`src/rtl/result_uart_tx.sv`:
```
// UART 8N1 transmitter for the calculator result: on a start rise it sends the
// four latched digits as ASCII hex, followed by CR LF.
module result_uart_tx #(
    parameter int CLKS_PER_BIT = 5208
) (
    input  logic       clk,
    input  logic       rst,
    input  logic       start_i,
    input  logic [3:0] d3_i,
    input  logic [3:0] d2_i,
    input  logic [3:0] d1_i,
    input  logic [3:0] d0_i,
    output logic       tx_o,
    output logic       busy_o,
    output logic       done_o
);
    localparam int             BW        = $clog2(CLKS_PER_BIT);
    localparam logic [BW-1:0]  BAUD_LAST = BW'(CLKS_PER_BIT - 1);

    typedef enum logic [1:0] {IDLE, START, DATA, STOP} state_t;

    state_t        state_q;
    logic          start_q;
    logic [15:0]   digits_q;
    logic [2:0]    byte_idx_q;
    logic [2:0]    bit_idx_q;
    logic [BW-1:0] baud_q;
    logic [7:0]    shreg_q;
    logic          tx_q;
    logic          busy_q;
    logic          done_q;

    logic          start_rise;
    logic          bit_end;
    logic [7:0]    cur_byte;

    function automatic logic [7:0] to_ascii(input logic [3:0] n);
        // 'A' - 10 == 8'h37, so digits 10..15 land on 'A'..'F'
        return (n < 4'd10) ? (8'h30 + {4'h0, n}) : (8'h37 + {4'h0, n});
    endfunction

    assign start_rise = start_i & ~start_q;
    assign bit_end    = (baud_q == BAUD_LAST);

    always_comb begin
        cur_byte = 8'h0A;
        case (byte_idx_q)
            3'd0:    cur_byte = to_ascii(digits_q[15:12]);
            3'd1:    cur_byte = to_ascii(digits_q[11:8]);
            3'd2:    cur_byte = to_ascii(digits_q[7:4]);
            3'd3:    cur_byte = to_ascii(digits_q[3:0]);
            3'd4:    cur_byte = 8'h0D;
            default: cur_byte = 8'h0A;
        endcase
    end

    always_ff @(posedge clk or negedge rst) begin
        if (!rst) begin
            state_q    <= IDLE;
            start_q    <= 1'b1;
            digits_q   <= '0;
            byte_idx_q <= '0;
            bit_idx_q  <= '0;
            baud_q     <= '0;
            shreg_q    <= '0;
            tx_q       <= 1'b1;
            busy_q     <= 1'b0;
            done_q     <= 1'b0;
        end else begin
            start_q <= start_i;
            done_q  <= 1'b0;
            if (state_q != IDLE)
                baud_q <= bit_end ? '0 : baud_q + 1'b1;
            case (state_q)
                IDLE: begin
                    // A rise landing on the done cycle is dropped, not deferred
                    if (start_rise && !done_q) begin
                        digits_q   <= {d3_i, d2_i, d1_i, d0_i};
                        byte_idx_q <= '0;
                        baud_q     <= '0;
                        tx_q       <= 1'b0;
                        busy_q     <= 1'b1;
                        state_q    <= START;
                    end
                end
                START: begin
                    if (bit_end) begin
                        tx_q      <= cur_byte[0];
                        shreg_q   <= {1'b0, cur_byte[7:1]};
                        bit_idx_q <= '0;
                        state_q   <= DATA;
                    end
                end
                DATA: begin
                    if (bit_end) begin
                        if (bit_idx_q == 3'd7) begin
                            tx_q    <= 1'b1;
                            state_q <= STOP;
                        end else begin
                            tx_q      <= shreg_q[0];
                            shreg_q   <= {1'b0, shreg_q[7:1]};
                            bit_idx_q <= bit_idx_q + 1'b1;
                        end
                    end
                end
                STOP: begin
                    if (bit_end) begin
                        if (byte_idx_q < 3'd5) begin
                            byte_idx_q <= byte_idx_q + 1'b1;
                            tx_q       <= 1'b0;
                            state_q    <= START;
                        end else begin
                            busy_q  <= 1'b0;
                            done_q  <= 1'b1;
                            state_q <= IDLE;
                        end
                    end
                end
                default: state_q <= IDLE;
            endcase
        end
    end

    assign tx_o   = tx_q;
    assign busy_o = busy_q;
    assign done_o = done_q;

endmodule

```
`config.mk`:
```
export PLATFORM = sky130hd
export DESIGN_NAME = result_uart_tx
export DESIGN_NICKNAME = d
export VERILOG_FILES = /design/src/rtl/result_uart_tx.sv
export SDC_FILE = /design/constraint.sdc
export NUM_CORES = 1
export LEC_CHECK = 0
export CELL_PAD_IN_SITES_DETAIL_PLACEMENT = 2
export CELL_PAD_IN_SITES_GLOBAL_PLACEMENT = 2
export CORE_MARGIN = 1.5
export CORE_UTILIZATION = 36
export DETAILED_ROUTE_END_ITERATION = 12
export DONT_BUFFER_PORTS = 1
export PLACE_DENSITY_LB_ADDON = 0.1
export SYNTH_ARGS = -nofsm -noshare
export SYNTH_HDL_FRONTEND = slang
export SYNTH_SLANG_ARGS = --single-unit
```
`constraint.sdc`:
```
create_clock -name clk -period 1.7 [get_ports clk]
set_input_delay 0.17 -clock clk [delete_from_list [all_inputs] [get_ports clk]]
set_output_delay 0.17 -clock clk [all_outputs]
set_load 0.01 [all_outputs]
```
==> results of run 1 <==
[Yosys cell counts, drive strengths merged, types with 2 or more instances]
cell	instances	area [um^2]
ha	16	200.2
nor2	15	66.32
nor3	3	20.02
mux2	10	116.4
and2	2	12.51
nand3	8	45.04
o21ai	52	260.3
buf	6	48.79
dfrtp	45	1126
a31oi	4	25.02
nor2b	8	50.05
dfstp	2	52.55
a21boi	4	30.03
a22oi	2	15.01
and3	2	17.52
o31ai	5	37.54
xnor2	5	43.79
a21oi	9	45.04
and4b	5	50.05
nand2	44	165.2
o22ai	4	25.02
inv	18	67.56
a22o	7	61.31
clkbuf	4	17.52
o211ai	6	63.81
a31o	2	17.52
nand4	3	18.77
[timing repair]
action / CTS / global route
resized for setup: 18 / 66
cloned: 0 / 2
pin swaps: 6 / 14
endpoints found under the setup margin: 23 / 33
setup buffers: 3 / 8
endpoints found under the hold margin: 64 / 0
hold buffers: 19 / 0
[sequential cells by signal, summed over array words and instances (netlist names)]
register and flops:
digits_q 16, baud_q 13, shreg_q 6, bit_idx_q 3, byte_idx_q 3, state_q 2, busy_o 1, done_o 1
start_q 1, tx_o 1
[worst reg2reg max path, delay by kind of cell (launching register included)]
| kind | cells | cell delay (ps) |
|---|---|---|
| AOI/OAI and AO/OA | 4 | 560 |
| and+or+nand+nor | 1 | 470 |
| DFF | 1 | 440 |
| buffers and inverters | 1 | 220 |
[how the worst max path moves through the flow]
stage                   from      endpoint  cells past startpoint
2_1_floorplan     state_q[0]  digits_q[10]                      7
3_3_place_gp   byte_idx_q[0]    shreg_q[4]                      8
4_1_cts            baud_q[1]        busy_o                      7
6_report          baud_q[11]    baud_q[12]                      6
5_1_grt         digits_q[13]    shreg_q[3]                      7
3_5_place_dp   byte_idx_q[0]    shreg_q[4]                      8
[logic make-up after synthesis]
kind of cell    count (synthesis)  share of synthesized area, %
xor+xnor                        6                         1.845
compound gates                102                         22.44
flops                          47                         41.37
mux                            11                         4.436
simple gates                   97                         18.18
fa+ha+maj                      16                         7.027
buf+inv                        28                         4.699
[cell type report]
class | instances | area (um^2) | area share, %
clock buffers | 7 | 86.33 | 2.207
clock inverters | 1 | 5.005 | 0.1279
inverters | 18 | 67.56 | 1.727
multi-input cells | 234 | 1784 | 45.60
flip-flops and latches | 47 | 1182 | 30.22
well taps | 102 | 127.6 | 3.262
repair buffers | 75 | 659.4 | 16.85
[metal layers]
layer  track usage (%)  vias up
li1                  -     1257
met1             35.25     1446
met2             38.33       52
met3             3.234       10
met4             5.000        0
met5                 0        -
[report_power, final]
group          leakage [nW]  internal [mW]  switching [mW]
Clock                0.0482          0.330           0.432
Sequential            0.605           1.42           0.357
Combinational          1.00           1.40            1.82
==> metrics, run 1 <==
via count=roughly 2800; RSZ-0062 raised after global routing=true; clk buf depth=2; Reg clk slew, reported paths=100 ps; Final Critical Period=1805 ps; Crit path required time=1910 ps; total power=5.758 mW; pre-CTS WS=-166.1 ps; CP cell instances=nor4b_4, buf_4, a31o_4, a31oi_1, o21ai_1, o31ai_1; number of fill cells=830; Die ar.=8457 um^2; initial core utilization=37.06%; Final Cycle Share=106.2%; Synth Warn #=0; Least-Margin Pin Slew=just over 600 ps; core footprint=between 7000 and 8000 um^2; Final TNS setup=-838.7 ps; startpoint type of the worst setup path=flop; initial antenna violation count=0; area grow syn2layout=37.33%; Synth Cell Area=between 2000 and 3000 um^2; DR WL/cell=about 24 um; met3 wire len=between 200 and 300 um; Clock Tree Root=clkbuf_8; CP Buf/Inv Count=1; Setup Crit Path Kind=flop to flop; CTS Buf Count=5; H-tree levels=2; Inst Count DP=about 450; row count=32; worst setup margin=-105.2 ps; max incr delay on CP=around 460 ps; Syn Nets=342; worst reg2reg path depth=6; sequential cell area fraction in the yosys report=41.37%; Max-slew headroom=58.57%; gpl congestion=0.7796; failing checks=negative setup slack; CTS tree=done; Leakage Power=1.658 nW; met1 WL=5479 um; hpwl dp=roughly 6800 um; r2r endpoint=baud_q[12]; Vias/cell=5.713; Arr. time, crit path=about 2000 ps; later-pin clock latency in the skew report=330 ps; CP top delay family=compound AO/OA/AOI/OAI gates; first-pass GRT wire length=15810 um; Cells after Synth=approximately 300; number of max-cap violations=0; outcome=finished with violations; commonest cells after routing, fill and taps aside=buf_4 (50), nand2_1 (43), dfrtp_1 (42); Cell Area, Placed=roughly 3300 um^2; reg-to-reg startpoint=baud_q[11]; post-synth cell types=54; antenna-violating nets left=0; # diodes=0; CTS Sinks=47; Die W=91.96 um; Cell Pwr Density=around 1500 nW/um^2; WHS=383.7 ps; worst min-delay path category=input port to async pin; clk_skew=10.19 ps; nets=between 400 and 500; total grt overflow=0; flop-to-flop setup slack=-110 ps; Slew Limit Fails=0; First-pass DRT Iterations=4; vias in the first global route=2887; Setup Viol. Count Final=16; #FFs+latches synth=47; Critical Path End Type=flop; layout cell share with drive strength beyond 1=34.03%; Core Util, Final=50.90%; most common cell after layout, fill and taps aside=buf_4; VDD IR max=811.0 uV; Max FO, Critical Path=6; Async SR Flop Fraction=100.0%; chip height=91.96 um; I/O pin cnt=22; DRC=0; Layout Cells excl Fill=484; wirelength, routed=between 10000 and 15000 um; Avg Inst Size Synth=9.280 um^2; Final Cell Area=between 3000 and 4000 um^2; Slowest-stage cell, CP=nor4b_4; Total GRT Usage=24.20%; fmax=approximately 550 MHz; DRT iter0 DRCs=between 100 and 150; Top FF cell, synth=dfrtp_1; final hold vios=0; pin count of the biggest net entering global routing=48; number of flops mapped to enable cells by yosys=0; port buffer count=0; metal2 WL=5774 um; DR top layer=met4
(Power assumes the default switching activity.)
==> inputs of run 2 (changes only) <==
CTS_CLUSTER_SIZE = 25   (was unset)
SKIP_LAST_GASP = 1   (was unset)
==> run 2 against run 1 <==
Effect of this change: the flow still finishes with violations (negative setup slack); critical path depth increased by 1; cell area decreased by 0.70%; non-clock buffer count decreased by 1; flip-flop and latch count unchanged; combinational power decreased by 3%; sequential share of layout area increased by 0.18 points; total power decreased by 2.2%; setup slack got worse by 15 ps.
==> metrics, run 2 (same netlist as run 1, synthesis figures left out) <==
final hold vios=0 (unchanged); clk buf depth=2 (unchanged); VDD IR max=783.6 uV (-3.4%); layout cell share with drive strength beyond 1=32.89% (-1.1 points); most common cell after layout, fill and taps aside=buf_4; failing checks=negative setup slack; Die ar.=8457 um^2 (unchanged); nets=414 (-0.48%); Arr. time, crit path=2030 ps (about the same); RSZ-0062 raised after global routing=true; First-pass DRT Iterations=4 (unchanged); Setup Viol. Count Final=13 (-3); pin count of the biggest net entering global routing=48 (unchanged); Least-Margin Pin Slew=502.9 ps (-112.1 ps); initial antenna violation count=0 (unchanged); CTS Buf Count=5 (unchanged); Cell Pwr Density=1449 nW/um^2 (-1.5%); antenna-violating nets left=0 (unchanged); area grow syn2layout=36.36%; number of max-cap violations=0 (unchanged); CTS tree=done; CP cell instances=ha_2, and4b_2, buf_4, a31o_4, a31oi_1, o21ai_1, o31ai_1; Final Cell Area=3885 um^2 (-0.70%); largest reg by FF count=digits_q; commonest cells after routing, fill and taps aside=buf_4 (50), nand2_1 (43), dfrtp_1 (43); gpl congestion=0.7796 (unchanged); port buffer count=0 (unchanged); Reg clk slew, reported paths=90 ps (about the same); DR WL/cell=22.93 um (-5.1%); # diodes=0 (unchanged); DRC=0 (unchanged); core footprint=7687 um^2 (unchanged); worst min-delay path category=input port to async pin; Top Registers=digits_q (16), baud_q (13), shreg_q (6); chip height=91.96 um (unchanged); startpoint type of the worst setup path=flop; clk_skew=12.85 ps (+2.658 ps); Cell Area, Placed=3277 um^2 (unchanged); Final Cycle Share=107.1% (+0.90 points); Slew Limit Fails=0 (unchanged); wirelength, routed=11050 um (-5.5%); Vias/cell=5.629 (-1.5%); fmax=549.3 MHz (-0.84%); later-pin clock latency in the skew report=320 ps (about the same); Core Util, Final=50.54% (-0.36 points); Setup Crit Path Kind=flop to flop; Final Critical Period=1820 ps (+15.24 ps); vias in the first global route=2891 (+0.14%); total grt overflow=0 (unchanged); row count=32 (unchanged); Max-slew headroom=66.12% (+7.6 points); worst setup margin=-120.4 ps (-15.24 ps); Die W=91.96 um (unchanged); max reg flops=16 (unchanged); first-pass GRT wire length=15790 um (-0.17%); Slowest-stage cell, CP=dfrtp_1; hpwl dp=6765 um (unchanged); Crit path required time=1910 ps (about the same); via count=2713 (-1.9%); Clock Tree Root=clkbuf_8; H-tree levels=2 (unchanged); Leakage Power=1.656 nW (-0.14%); DRT iter0 DRCs=101 (-14%); Max FO, Critical Path=6 (unchanged); max incr delay on CP=410 ps (-50 ps); outcome=finished with violations; CTS Sinks=47 (unchanged); Critical Path End Type=flop; I/O pin cnt=22 (unchanged); initial core utilization=37.06% (unchanged); Total GRT Usage=24.13% (-0.070 points)
==> run 2: per-stage QoR <==
step / cells / TNS, ps / total power, mW / setup WS [ps] / hold WS (ps)
after global placement: 445 / -61.84 / 4.148 / -61.84 / -123.7
after floorplan: 307 / 0 / 3.262 / 14.59 / -125.6
final: 482 / -515.0 / 5.630 / -120.4 / 386.6
after CTS: 475 / -52.60 / 5.186 / -16.96 / 390.3
after global routing: 482 / -2037 / 5.971 / -170.0 / 410.7
after detailed placement: 445 / -334.9 / 4.276 / -166.1 / -124.1
==> run 2: critical path, delay by kind of cell, from the launching register on <==
kind,cells,cell delay [ps]
buffers and inverters,1,160
adder cells (fa/ha/maj),1,210
flip-flops,1,410
AO/OA/AOI/OAI,4,670
AND/OR/NAND/NOR,1,270
==> run 2: area by class of cell <==
type	instances	area, um^2
fillers	831	3802
multi-input cells	233	1769
flip-flops and latches	47	1181
repair buffers	74	648.1
well taps	102	127.6
clock buffers	7	86.33
inverters	18	67.56
clock inverters	1	5.005
==> run 2: per-layer routing <==
metal | GRT usage [%] | share of wire [%] | vias up
met1 | 35.40 | 48 | 1412
met4 | 5.385 | 1.3 | 0
met5 | 0 | 0 | -
li1 | - | - | 1251
met2 | 37.72 | 49 | 41
met3 | 3.234 | 2.5 | 9
==> run 2: worst paths after layout <==
check | from | cells past startpoint | end | slack [ps]
setup / recovery | baud_q[1] | 7 | baud_q[12] | -120
hold / removal | rst | 2 | shreg_q[2] | 390
setup reg to reg | baud_q[1] | 7 | baud_q[12] | -120
hold reg to reg | tx_o | 2 | tx_o | 510
max in group asynchronous | rst | 2 | start_q | 1050
min in group clk | start_i | 1 | start_q | 420
==> run 2: power by group <==
| part | total [mW] | switching [mW] | internal [mW] | leakage (nW) |
|---|---|---|---|---|
| clock | 0.753 | 0.423 | 0.330 | 0.0482 |
| combinational | 3.11 | 1.73 | 1.39 | 1.00 |
| sequential | 1.76 | 0.343 | 1.42 | 0.606 |
==> run 2: what timing repair did <==
action | 4_1_cts | 5_1_grt
setup endpoints to repair | 23 | 32
resized for setup | 16 | 63
pin swaps | 6 | 16
hold buffers | 19 | 0
cloned | 0 | 1
setup buffers | 3 | 7
endpoints found under the hold margin | 64 | 0
==> inputs of run 3 (changes only) <==
CORE_UTILIZATION = 40   (was 36)
clock period = 2.05 ns   (was 1.7 ns; I/O delays follow)
==> run 3 against run 2 <==
Effect of this change: the run now ends clean; maximum frequency decreased by 1.8%; total power decreased by 31%; critical path depth decreased by 1; non-clock buffer count decreased by 62; highest routed layer unchanged; register-to-register slack improved by 320 ps; setup slack improved by 320 ps; routed wire length decreased by 28%.
==> metrics, run 3 (same netlist as run 1, synthesis figures left out) <==
initial antenna violation count=0 (unchanged); Internal Dissipation=2.196 mW (-30%); Reg clk slew, reported paths=90 ps (about the same); RSZ-0062 raised after global routing=false; CTS Buf Count=5 (unchanged); Least-Margin Pin Slew=499.5 ps (-3.364 ps); Die ar.=7638 um^2 (-9.7%); H-tree levels=2 (unchanged); Leakage Power=1.301 nW (-21%); Layout Cells excl Fill=413 (-14%); layout cell share with drive strength beyond 1=13.88% (-19 points); Arr. time, crit path=2040 ps (about the same); VDD IR max=681.1 uV (-13%); later-pin clock latency in the skew report=310 ps (about the same); CTS tree=done; clk buf depth=2 (unchanged); I/O pin cnt=22 (unchanged); Clock Tree Root=clkbuf_8; final hold vios=0 (unchanged); Critical Path End Type=flop; antenna-violating nets left=0 (unchanged); DRC=0 (unchanged); vias in the first global route=2422 (-16%); port buffer count=0 (unchanged); Final Cycle Share=90.47% (-17 points); Final Critical Period=1855 ps (+34.22 ps); Cell Pwr Density=1233 nW/um^2 (-15%); Final TNS setup=0 ps (+515.0 ps); DRT iter0 DRCs=70 (-31%); total grt overflow=0 (unchanged); clk_skew=8.643 ps (-4.208 ps); metal2 WL=3542 um (-34%); WHS=9.710 ps (-376.9 ps); Total GRT Usage=22.98% (-1.2 points); Switch Pwr=1.672 mW (-33%); gpl congestion=0.8131 (+4.3%); row count=30 (-6.3%); core footprint=6832 um^2 (-11%); nets=351 (-15%); area grow syn2layout=10.10%; hpwl dp=5817 um (-14%); Max-slew headroom=66.35% (+0.23 points); Setup Crit Path Kind=flop to flop; fraction of power spent switching nets=43.23% (-1.0 points); # diodes=0 (unchanged); Top Registers=digits_q (16), baud_q (13), shreg_q (6); total power=3.868 mW (-31%); number of max-cap violations=0 (unchanged); Post-CTS Setup Inserts=0 (-3); most common cell after layout, fill and taps aside=o21ai_0; Core Util, Final=45.92% (-4.6 points); pin count of the biggest net entering global routing=48 (unchanged); met3 wire len=179 um (-36%); met1 WL=4161 um (-21%); first-pass GRT wire length=13240 um (-16%); CTS Sinks=47 (unchanged); Setup Viol. Count Final=0 (-13); chip height=87.40 um (-5.0%); worst min-delay path category=input port to flop; Slew Limit Fails=0 (unchanged); Die W=87.40 um (-5.0%); wirelength, routed=7955 um (-28%); commonest cells after routing, fill and taps aside=o21ai_0 (47), dfrtp_1 (45), nand2_1 (44); startpoint type of the worst setup path=flop; combinational power share=45.4% (-9.9 points); initial core utilization=41.70% (+4.6 points); Max FO, Critical Path=15 (+9); Vias/cell=5.620 (-0.16%); DR WL/cell=19.26 um (-16%); fmax=539.2 MHz (-1.8%); Crit path required time=2230 ps (+320 ps); clock network power share=15.3% (+1.9 points); First-pass DRT Iterations=4 (unchanged); largest reg by FF count=digits_q; outcome=complete, no violations; Reg power frac=39.3% (+8.0 points); Inst Count DP=402 (-9.7%); DR top layer=met4; max reg flops=16 (unchanged); via count=2321 (-14%)
-- run 3: cell count changes in the layout (fill, tap and decap cells not counted), sizes merged --
cell         before  now
a31o              3    2
buf              56   10
dlygate4sd3      18    2
-- run 3: per-layer routing --
metal | track usage, % | vias up
met2 | 34.20 | 20
met1 | 34.69 | 1175
li1 | - | 1119
met5 | 0 | -
met4 | 4.906 | 0
met3 | 3.981 | 7
-- run 3: timing repair --
action,CTS,global route
endpoints found under the hold margin,48,0
hold buffers,3,0
endpoints found under the setup margin,0,8
gates resized for setup,0,5
-- run 3: per-stage QoR --
| step | instance area (um^2) | worst slack (ps) |
|---|---|---|
| 3_3_place_gp | 2983 | 222.0 |
| 4_1_cts | 3122 | 19.70 |
| 3_5_place_dp | 2983 | 137.3 |
| 2_1_floorplan | 2849 | 291.5 |
| 5_1_grt | 3137 | 5.673 |
| 6_report | 3137 | 195.4 |
-- run 3: power by group through the flow --
stage	clock (mW)	sequential [mW]	combinational (mW)
after global routing	0.643	1.58	1.97
after CTS	0.608	1.52	1.74
after global placement	0	1.51	1.63
final	0.593	1.52	1.76
after detailed placement	0	1.53	1.69
after floorplan	0	1.41	1.29
-- run 3: cell type report --
type / count / area, um^2
sequential: 47 / 1179
timing repair buffer: 12 / 127.6
fill: 781 / 3695
inverter: 18 / 67.56
multi-input combinational: 232 / 1551
clock inverter: 1 / 5.005
tap: 96 / 120.1
clock buffer: 7 / 86.33
-- run 3: worst paths after layout --
check	slack, ps	cells after the start	from	end
max	200	6	baud_q[0]	shreg_q[1]
min	10	2	d3_i[1]	digits_q[13]
max reg2reg	200	6	baud_q[0]	shreg_q[1]
min reg2reg	510	1	baud_q[10]	baud_q[10]
max in group asynchronous	1340	2	rst	start_q
min in group asynchronous	430	2	rst	shreg_q[2]
-- run 3: critical path, stage by stage (launching register included) --
cell     delay (ps)
dfrtp_1         410
ha_2            270
and4b_1         290
nand3_2         160
a21o_4          290
a22oi_1         190
o21ai_1         120
